===== src/rtl/allocator_pkg.sv =====
// allocator_pkg
// Shared types and constants for the allocator datapath. The header LSU and
// the core agree on these request/response layouts.
//   DATA_W             : machine word width (addresses and header fields)
//   LOCK_ADDR_DEFAULT  : byte address of the allocator lock word
//   header_data_t      : {addr, size, next_addr} of one free-list node
//   req_lsu_op_e       : operation requested from the header LSU
//   header_data_req_t  : core -> LSU request {header_data, lsu_op, val}
//   header_data_rsp_t  : LSU -> core response {header_data, val}
package allocator_pkg;

  localparam int DATA_W = 64;

  localparam logic [DATA_W-1:0] LOCK_ADDR_DEFAULT = '0;

  typedef struct packed {
    logic [DATA_W-1:0] addr;
    logic [DATA_W-1:0] size;
    logic [DATA_W-1:0] next_addr;
  } header_data_t;

  // Encodings 5..7 are undefined and answered with an empty response.
  typedef enum logic [2:0] {
    LOCK   = 3'd0,
    UNLOCK = 3'd1,
    LOAD   = 3'd2,
    INSERT = 3'd3,
    DELETE = 3'd4
  } req_lsu_op_e;

  typedef struct packed {
    header_data_t header_data;
    req_lsu_op_e  lsu_op;
    logic         val;
  } header_data_req_t;

  typedef struct packed {
    header_data_t header_data;
    logic         val;
  } header_data_rsp_t;

endpackage


===== src/rtl/header_lsu.sv =====
// header_lsu
// Load/store unit that moves free-list node headers between the allocator
// core and memory, and implements the allocator's spin lock. One request is
// in flight at a time; each produces a single one-cycle response pulse.
// Ports:
//   clk_i, rst_i        : clock, synchronous active-high reset
//   req_from_core_i     : request {header_data, lsu_op, val}
//   lsu_ready_o         : high only when idle and able to accept a request
//   rsp_to_core_o       : response {header_data, val}, val pulses once
//   mem_req_o/mem_we_o  : memory request / write enable, held until mem_gnt_i
//   mem_addr_o          : byte address of the access
//   mem_wdata_o         : write data
//   mem_gnt_i           : access granted (a write completes here)
//   mem_rvalid_i        : read data valid, earliest one cycle after grant
//   mem_rdata_i         : read data
module header_lsu
  import allocator_pkg::*;
#(
  parameter logic [DATA_W-1:0] LOCK_ADDR   = LOCK_ADDR_DEFAULT,
  parameter logic [DATA_W-1:0] NEXT_OFFSET = DATA_W'(DATA_W / 8)
) (
  input  logic              clk_i,
  input  logic              rst_i,
  input  header_data_req_t  req_from_core_i,
  output logic              lsu_ready_o,
  output header_data_rsp_t  rsp_to_core_o,
  output logic              mem_req_o,
  output logic              mem_we_o,
  output logic [DATA_W-1:0] mem_addr_o,
  output logic [DATA_W-1:0] mem_wdata_o,
  input  logic              mem_gnt_i,
  input  logic              mem_rvalid_i,
  input  logic [DATA_W-1:0] mem_rdata_i
);

  typedef enum logic [3:0] {
    IDLE,
    RD_SIZE,
    RD_NEXT,
    WR_SIZE,
    WR_NEXT,
    LOCK_RD,
    LOCK_WR,
    UNLOCK_WR,
    RSP
  } state_e;

  typedef struct packed {
    logic              req;
    logic              we;
    logic [DATA_W-1:0] addr;
    logic [DATA_W-1:0] wdata;
  } mem_cmd_t;

  state_e            state_q;
  logic              pending_q;
  logic              ready_q;
  header_data_t      hdr_q;
  logic [DATA_W-1:0] size_q;
  header_data_rsp_t  rsp_q;
  mem_cmd_t          mem_q;

  logic [DATA_W-1:0] next_addr_req;
  logic [DATA_W-1:0] next_addr_hdr;
  logic              rd_granted;
  logic              access_done;

  function automatic mem_cmd_t issue(input logic              we,
                                     input logic [DATA_W-1:0] addr,
                                     input logic [DATA_W-1:0] wdata);
    return '{req: 1'b1, we: we, addr: addr, wdata: wdata};
  endfunction

  // Address of the next_addr field, for the incoming request (DELETE goes
  // straight there) and for the latched header. Plain unsigned addition, so
  // it wraps around the top of the address space.
  assign next_addr_req = req_from_core_i.header_data.addr + NEXT_OFFSET;
  assign next_addr_hdr = hdr_q.addr + NEXT_OFFSET;

  // A read is granted while its request is still up; from then on the state
  // waits in "pending" for rvalid. rvalid is only honoured while pending, so
  // stray or late rvalids (including ones from before a reset) are dropped.
  assign rd_granted  = mem_q.req && !mem_q.we && mem_gnt_i && !pending_q;
  assign access_done = (mem_q.req && mem_q.we && mem_gnt_i) ||
                       (pending_q && mem_rvalid_i);

  assign lsu_ready_o   = ready_q;
  assign rsp_to_core_o = rsp_q;
  assign mem_req_o     = mem_q.req;
  assign mem_we_o      = mem_q.we;
  assign mem_addr_o    = mem_q.addr;
  assign mem_wdata_o   = mem_q.wdata;

  // Main FSM. All outputs are registered here: the memory command is loaded
  // on the transition into each memory state and held until the grant, and
  // the response is loaded on the transition into RSP so it is visible for
  // exactly the one cycle spent in RSP. Ready is raised on the way back to
  // IDLE, so it reappears the cycle after the response pulse.
  always_ff @(posedge clk_i) begin
    if (rst_i) begin
      state_q   <= IDLE;
      pending_q <= 1'b0;
      ready_q   <= 1'b0;
      hdr_q     <= '0;
      size_q    <= '0;
      rsp_q     <= '0;
      mem_q     <= '0;
    end else begin
      rsp_q.val <= 1'b0;
      case (state_q)
        IDLE: begin
          ready_q <= 1'b1;
          if (ready_q && req_from_core_i.val) begin
            ready_q   <= 1'b0;
            pending_q <= 1'b0;
            hdr_q     <= req_from_core_i.header_data;
            case (req_from_core_i.lsu_op)
              LOCK: begin
                state_q <= LOCK_RD;
                mem_q   <= issue(1'b0, LOCK_ADDR, '0);
              end
              UNLOCK: begin
                state_q <= UNLOCK_WR;
                mem_q   <= issue(1'b1, LOCK_ADDR, '0);
              end
              LOAD: begin
                state_q <= RD_SIZE;
                mem_q   <= issue(1'b0, req_from_core_i.header_data.addr, '0);
              end
              INSERT: begin
                state_q <= WR_SIZE;
                mem_q   <= issue(1'b1, req_from_core_i.header_data.addr,
                                 req_from_core_i.header_data.size);
              end
              DELETE: begin
                state_q <= WR_NEXT;
                mem_q   <= issue(1'b1, next_addr_req,
                                 req_from_core_i.header_data.next_addr);
              end
              default: begin
                state_q           <= RSP;
                rsp_q.header_data <= '0;
                rsp_q.val         <= 1'b1;
              end
            endcase
          end
        end

        RD_SIZE, RD_NEXT, WR_SIZE, WR_NEXT, LOCK_RD, LOCK_WR, UNLOCK_WR: begin
          if (rd_granted) begin
            mem_q.req <= 1'b0;
            pending_q <= 1'b1;
          end
          if (access_done) begin
            pending_q <= 1'b0;
            case (state_q)
              RD_SIZE: begin
                size_q  <= mem_rdata_i;
                state_q <= RD_NEXT;
                mem_q   <= issue(1'b0, next_addr_hdr, '0);
              end
              RD_NEXT: begin
                state_q                     <= RSP;
                mem_q                       <= '0;
                rsp_q.header_data.addr      <= hdr_q.addr;
                rsp_q.header_data.size      <= size_q;
                rsp_q.header_data.next_addr <= mem_rdata_i;
                rsp_q.val                   <= 1'b1;
              end
              WR_SIZE: begin
                state_q <= WR_NEXT;
                mem_q   <= issue(1'b1, next_addr_hdr, hdr_q.next_addr);
              end
              WR_NEXT: begin
                state_q           <= RSP;
                mem_q             <= '0;
                rsp_q.header_data <= hdr_q;
                rsp_q.val         <= 1'b1;
              end
              LOCK_RD: begin
                // Lock held by someone else: spin by re-reading immediately.
                if (mem_rdata_i != '0) begin
                  mem_q <= issue(1'b0, LOCK_ADDR, '0);
                end else begin
                  state_q <= LOCK_WR;
                  mem_q   <= issue(1'b1, LOCK_ADDR, DATA_W'(1));
                end
              end
              LOCK_WR, UNLOCK_WR: begin
                state_q           <= RSP;
                mem_q             <= '0;
                rsp_q.header_data <= '0;
                rsp_q.val         <= 1'b1;
              end
              default: begin
                state_q <= IDLE;
              end
            endcase
          end
        end

        RSP: begin
          state_q <= IDLE;
          ready_q <= 1'b1;
        end

        default: begin
          state_q <= IDLE;
        end
      endcase
    end
  end

endmodule


===== config.mk =====
export PLATFORM = sky130hd
export DESIGN_NAME = header_lsu
export DESIGN_NICKNAME = d
export VERILOG_FILES = /design/src/rtl/allocator_pkg.sv /design/src/rtl/header_lsu.sv
export SDC_FILE = /design/constraint.sdc
export NUM_CORES = 1
export LEC_CHECK = 0
export BUFFER_PORTS_ARGS = -buffer_cell sky130_fd_sc_hd__buf_2
export CORE_AREA = 2 2 232 234
export DETAILED_ROUTE_END_ITERATION = 6
export DIE_AREA = 0 0 234 236
export HOLD_SLACK_MARGIN = 0.06
export PLACE_DENSITY = 0.73
export SETUP_SLACK_MARGIN = 0.2
export SLEW_MARGIN = 30
export SYNTH_ARGS = -nofsm -noshare
export SYNTH_HDL_FRONTEND = slang
export SYNTH_SLANG_ARGS = --single-unit

===== constraint.sdc =====
create_clock -name clk_i -period 4.4 [get_ports clk_i]
set_input_delay 1.1 -clock clk_i [delete_from_list [all_inputs] [get_ports clk_i]]
set_output_delay 1.1 -clock clk_i [all_outputs]
set_load 0.01 [all_outputs]

Yosys cells after proc, flatten, opt, wreduce, memory -nomap -nowiden. Cells that the tools add are included.

Register bits after elaboration: 585. Bits of input ports: 264. Output and inout port bits: 324.

Mux-type cells: 24. Equal/unequal tests: 20. Reductions and logical operators: 26. Add/sub/neg operators: 2.

Operator list (count): $pmux W130 S5 (1); $mux W193 (3); $pmux W193 S3 (1); $pmux W130 S4 (1); $pmux W193 S2 (1); $mux W130 (2); $pmux W130 S2 (1); $mux W129 (1); $add A64 B4 Y64 const B (2); $reduce_bool A64 Y1 (1); $pmux W4 S5 (1); $eq A4 B3 Y1 const B (4); $pmux W4 S4 (1); $mux W4 (3); $reduce_and A3 Y1 (4); $reduce_and A5 Y1 (2); $eq A4 B2 Y1 const B (2); $pmux W4 S2 (1); $logic_and A1 B1 Y1 (7); $reduce_or A7 Y1 (1); $eq A3 B2 Y1 const B (2); $ne A2 B2 Y1 const B (3); $ne A3 B3 Y1 const B (2); $ne A6 B1 Y1 const B (1); other kinds (17) (24).

Longest topological paths before layout.
Depth in word-level cells: 8. Depth in mapped cells: 10. Gate-level depth less buffers: 8.

Worst setup path before layout. OpenSTA, ideal clock, no wires.

Path kind: input to register. Start: input port req_from_core_i[170] (netlist bit). End: register mem_q (netlist bit mem_addr_o[56]). Cell stages on the path: 8. Arrival time: 3085 ps. Data required time: 4268 ps. Path slack: 1183 ps. Cells stage by stage: buf_4 > nand3_2 > or3_4 > or3_4 > or3_4 > o311a_1 > nor4_1 > nor3_1.

Word-level cells in the longest chain between the ends: 4.

RTL lines: from (decl) (RTL line header_lsu.sv:24) `input header_data_req_t req_from_core_i,`; $add A64 B4 Y64 (RTL line header_lsu.sv:77) `assign next_addr_req = req_from_core_i.header_data.addr + NEXT_OFFSET;`; $pmux W130 S5 (RTL line header_lsu.sv:117) `case (req_from_core_i.lsu_op)`; $mux W130 (RTL line header_lsu.sv:113) `if (ready_q && req_from_core_i.val) begin`; $pmux W130 S2 (RTL line header_lsu.sv:110) `case (state_q)`; to (signal assigned) (RTL line header_lsu.sv:120) `mem_q <= issue(1'b0, LOCK_ADDR, '0);`; to (signal assigned) (RTL line header_lsu.sv:124) `mem_q <= issue(1'b1, LOCK_ADDR, '0);`; to (signal assigned) (RTL line header_lsu.sv:128) `mem_q <= issue(1'b0, req_from_core_i.header_data.addr, '0);`; to (decl) (RTL line header_lsu.sv:61) `mem_cmd_t mem_q;`.

No other way between the ends. The select of a mux whose other input is x is not followed. A chain may end at the register's enable or synchronous reset.

Worst setup path after layout.
Start: register hdr_q[131] (netlist bit). End: register mem_q (netlist bit mem_addr_o[63]).

Word-level cells in the longest chain between the ends: 4.

RTL lines: from (decl) (RTL line header_lsu.sv:58) `header_data_t hdr_q;`; from (signal assigned) (RTL line header_lsu.sv:116) `hdr_q <= req_from_core_i.header_data;`; $add A64 B4 Y64 (RTL line header_lsu.sv:78) `assign next_addr_hdr = hdr_q.addr + NEXT_OFFSET;`; $pmux W130 S4 (RTL line header_lsu.sv:156) `case (state_q)`; $mux W130 (RTL line header_lsu.sv:154) `if (access_done) begin`; $pmux W130 S2 (RTL line header_lsu.sv:110); to (signal assigned) (RTL line header_lsu.sv:120); to (signal assigned) (RTL line header_lsu.sv:124); to (signal assigned) (RTL line header_lsu.sv:160) `mem_q <= issue(1'b0, next_addr_hdr, '0);`.

No other way between the ends. The select of a mux whose other input is x is not followed.

==> metrics <==
status=complete, no violations; most frequent cells after synthesis=nand2_1, dfxtp_1, nor2_1; Leak=12.32 nW; crit path max fanout=7; # fillers=4878; pwr/cell area=about 620 nW/µm²; Residual DRC=0; Max Transition Viols Final=0; initial antenna violation count=24; vias in the first global route=around 25k; Die W=234 µm; Worst-Margin Slew=1.006 ns; Area Overhead vs Synth=21.99%; 1st-iter DRT viols=3300; post-DR vias/cell=6.173; cts repair resizes=0; average wire per standard cell=around 23 µm; met1 Resource Use GR=0.4410; RSZ-0062 raised after global routing=no; post-synth top area share=0.4550; Setup WS post-layout=1.436 ns; total setup buffers inserted after CTS=0; Synth Register Bits=585; IO Pins=588; port bufs=between 500 and 600; Mapped Area=25740 µm²; Chip Height=236 µm; Reg clk slew, reported paths=around 0.06 ns; CP startpoint kind=flip-flop; setup violators final=0; FFs w/ async S/R, synth=0; Syn Inst Count=approximately 3.2k; CTS root buf=clkbuf_16; Seq. cell area=11710 µm²; Routed Antenna Nets=0; WP data required=4.94 ns; top_reg_cell synth=dfxtp_1; Synth area leader=dfxtp_1; starting density of the core=0.4850; TritonCTS buffer count=between 50 and 60; min Tclk post-route=~3.0 ns; syn nets=3474; CP Capture Type=flip-flop; CTS tree=yes; Unique masters post-synth=71; Final Routed Wirelength=99.29 mm; dpl ws=0.8878 ns; Slew headroom=0.3291; Routability Congestion=0.9386; dpl cells=about 4.3k; dpl hpwl=65.29 mm; GRT Overall Usage=0.3429; core footprint=53070 µm²; H-tree depth=2; multi-input logic area=12960 µm²; clk buf depth=3; Post-Syn Area per Cell=about 8.0 µm²; grt total ovfl=0; most frequent cell after synthesis=nand2_1; Seq/Total Area, Yosys=0.4550; Clk Latency, worst-skew pair=~0.64 ns; met2 Track Usage GR=0.5375; Synth Warn #=0; Post-synth EDFFs=0; Worst Path Arrival=around 3.5 ns; Clock Skews=0.01593 ns; Final nets=3896; GR peak layer=met2; Max Clk Rate=337.4 MHz; setup TNS=0 ns; final hold viol count=0; die area=55220 µm²; Crit Path Class=flip-flop to flip-flop; met3 Use GR=0.08571; max-cap violation count=0; global-route wire length before repair=148.3 mm; largest net degree at the start of global routing=194; top post-synthesis cells by area=dfxtp_1, nand2_1, a22o_1, a22oi_1, a21oi_1; total power=19.46 mW; Pre-antenna DRT Iters=7; final std cells w/o fill=4387; CTS hold repair buffers=0; # rows=85; Worst Hold Class=flip-flop to flip-flop; Via Count=27.08k; share of layout cells above drive strength 1=0.2113; Final Cycle Share=0.6737; worst IR drop on VDD=0.3893 mV; CTS sink cnt=585
worst max-delay path, stage by stage (launching register included):
cell,delay [ns]
dfxtp_1,0.46
ha_1,0.23
nand3_1,0.29
nor3_2,0.59
nand4_1,0.34
nor3_1,0.44
xor2_1,0.18
nand2_1,0.07
a311oi_1,0.28
metal layers:
| layer | share of wire | wire length [µm] | vias up |
|---|---|---|---|
| met5 | 0.0014 | 135 | - |
| met1 | 0.38 | 38170 | 12820 |
| met3 | 0.11 | 10640 | 314 |
| met2 | 0.46 | 45340 | 1490 |
| met4 | 0.050 | 5003 | 20 |
| li1 | - | - | 12440 |
stage by stage:
| step | area, µm² | hold slack, ns | utilization |
|---|---|---|---|
| 2_1_floorplan | 25740 | 0.4360 | - |
| 3_3_place_gp | 29190 | 0.4417 | 0.5500 |
| 3_5_place_dp | 29190 | 0.4464 | 0.5500 |
| 4_1_cts | 31310 | 0.4549 | 0.5899 |
| 5_1_grt | 31390 | 0.4655 | 0.5914 |
| 6_report | 31400 | 0.4515 | 0.5917 |
final timing paths:
| kind | start | slack, ns | cells past startpoint | to |
|---|---|---|---|---|
| worst max-delay path | hdr_q[131]$_SDFFE_PP0P_ | 1.44 | 8 | mem_addr_o[63]$_SDFFE_PP0P_ |
| worst min-delay path | hdr_q[121]$_SDFFE_PP0P_ | 0.45 | 2 | hdr_q[121]$_SDFFE_PP0P_ |
| worst max register to register | hdr_q[131]$_SDFFE_PP0P_ | 1.44 | 8 | mem_addr_o[63]$_SDFFE_PP0P_ |
| worst min register to register | hdr_q[121]$_SDFFE_PP0P_ | 0.45 | 2 | hdr_q[121]$_SDFFE_PP0P_ |
final cells by class:
| cell class | count | area share |
|---|---|---|
| Inverter | 13 | 0.001554 |
| Clock buffer | 86 | 0.05571 |
| Antenna cell | 14 | 0.001116 |
| Timing Repair Buffer | 646 | 0.1164 |
| Clock inverter | 22 | 0.01168 |
| Multi-Input combinational cell | 2325 | 0.4128 |
| Tap cell | 696 | 0.02773 |
| Sequential cell | 585 | 0.3730 |
placed cells by master (no fill, tap or decap), types with 7 or more instances in the layout:
master,n
a211oi_1,18
a21oi_1,308
a221oi_1,74
a22o_1,192
a22oi_1,206
a311oi_1,11
a31oi_1,13
and3_1,9
and4_1,9
buf_12,18
buf_2,586
buf_4,39
bufinv_16,8
clkbuf_1,11
clkbuf_16,60
clkbuf_8,15
clkinv_2,7
dfxtp_1,585
diode_2,14
inv_1,13
nand2_1,593
nand3_1,55
nand4_1,45
nor2_1,374
nor3_1,114
nor4_1,43
o211ai_1,8
o21ai_0,56
o22ai_1,12
xnor2_1,29
xor2_1,40
power by group:
group	switching, mW	total, mW	internal [mW]
registers	0.744	7.00	6.26
logic	4.69	7.02	2.33
clock network	2.21	5.44	3.23
total	7.65	19.5	11.8
state kept, by name, summed over array words and instances, names as in the netlist:
name	count
mem_addr_o	64
mem_wdata_o	64
lsu_ready_o	1
state_q	4
mem_we_o	1
rsp_to_core_o	193
hdr_q	192
size_q	64
mem_req_o	1
pending_q	1
kinds of logic (layout without fill, tap and decap cells):
group / count (synthesis) / in the layout / synth area share
AO/OA/AOI/OAI: 954 / 954 / 0.2574
XOR/XNOR: 69 / 69 / 0.02348
adder cells (fa/ha/maj): 3 / 3 / 0.001361
buffers and inverters: 298 / 767 / 0.04506
flip-flops: 585 / 585 / 0.4550
multiplexers: 5 / 5 / 0.001944
other: 0 / 14 / 0
AND/OR/NAND/NOR: 1294 / 1294 / 0.2158
Power figures use the tool's default switching activity.
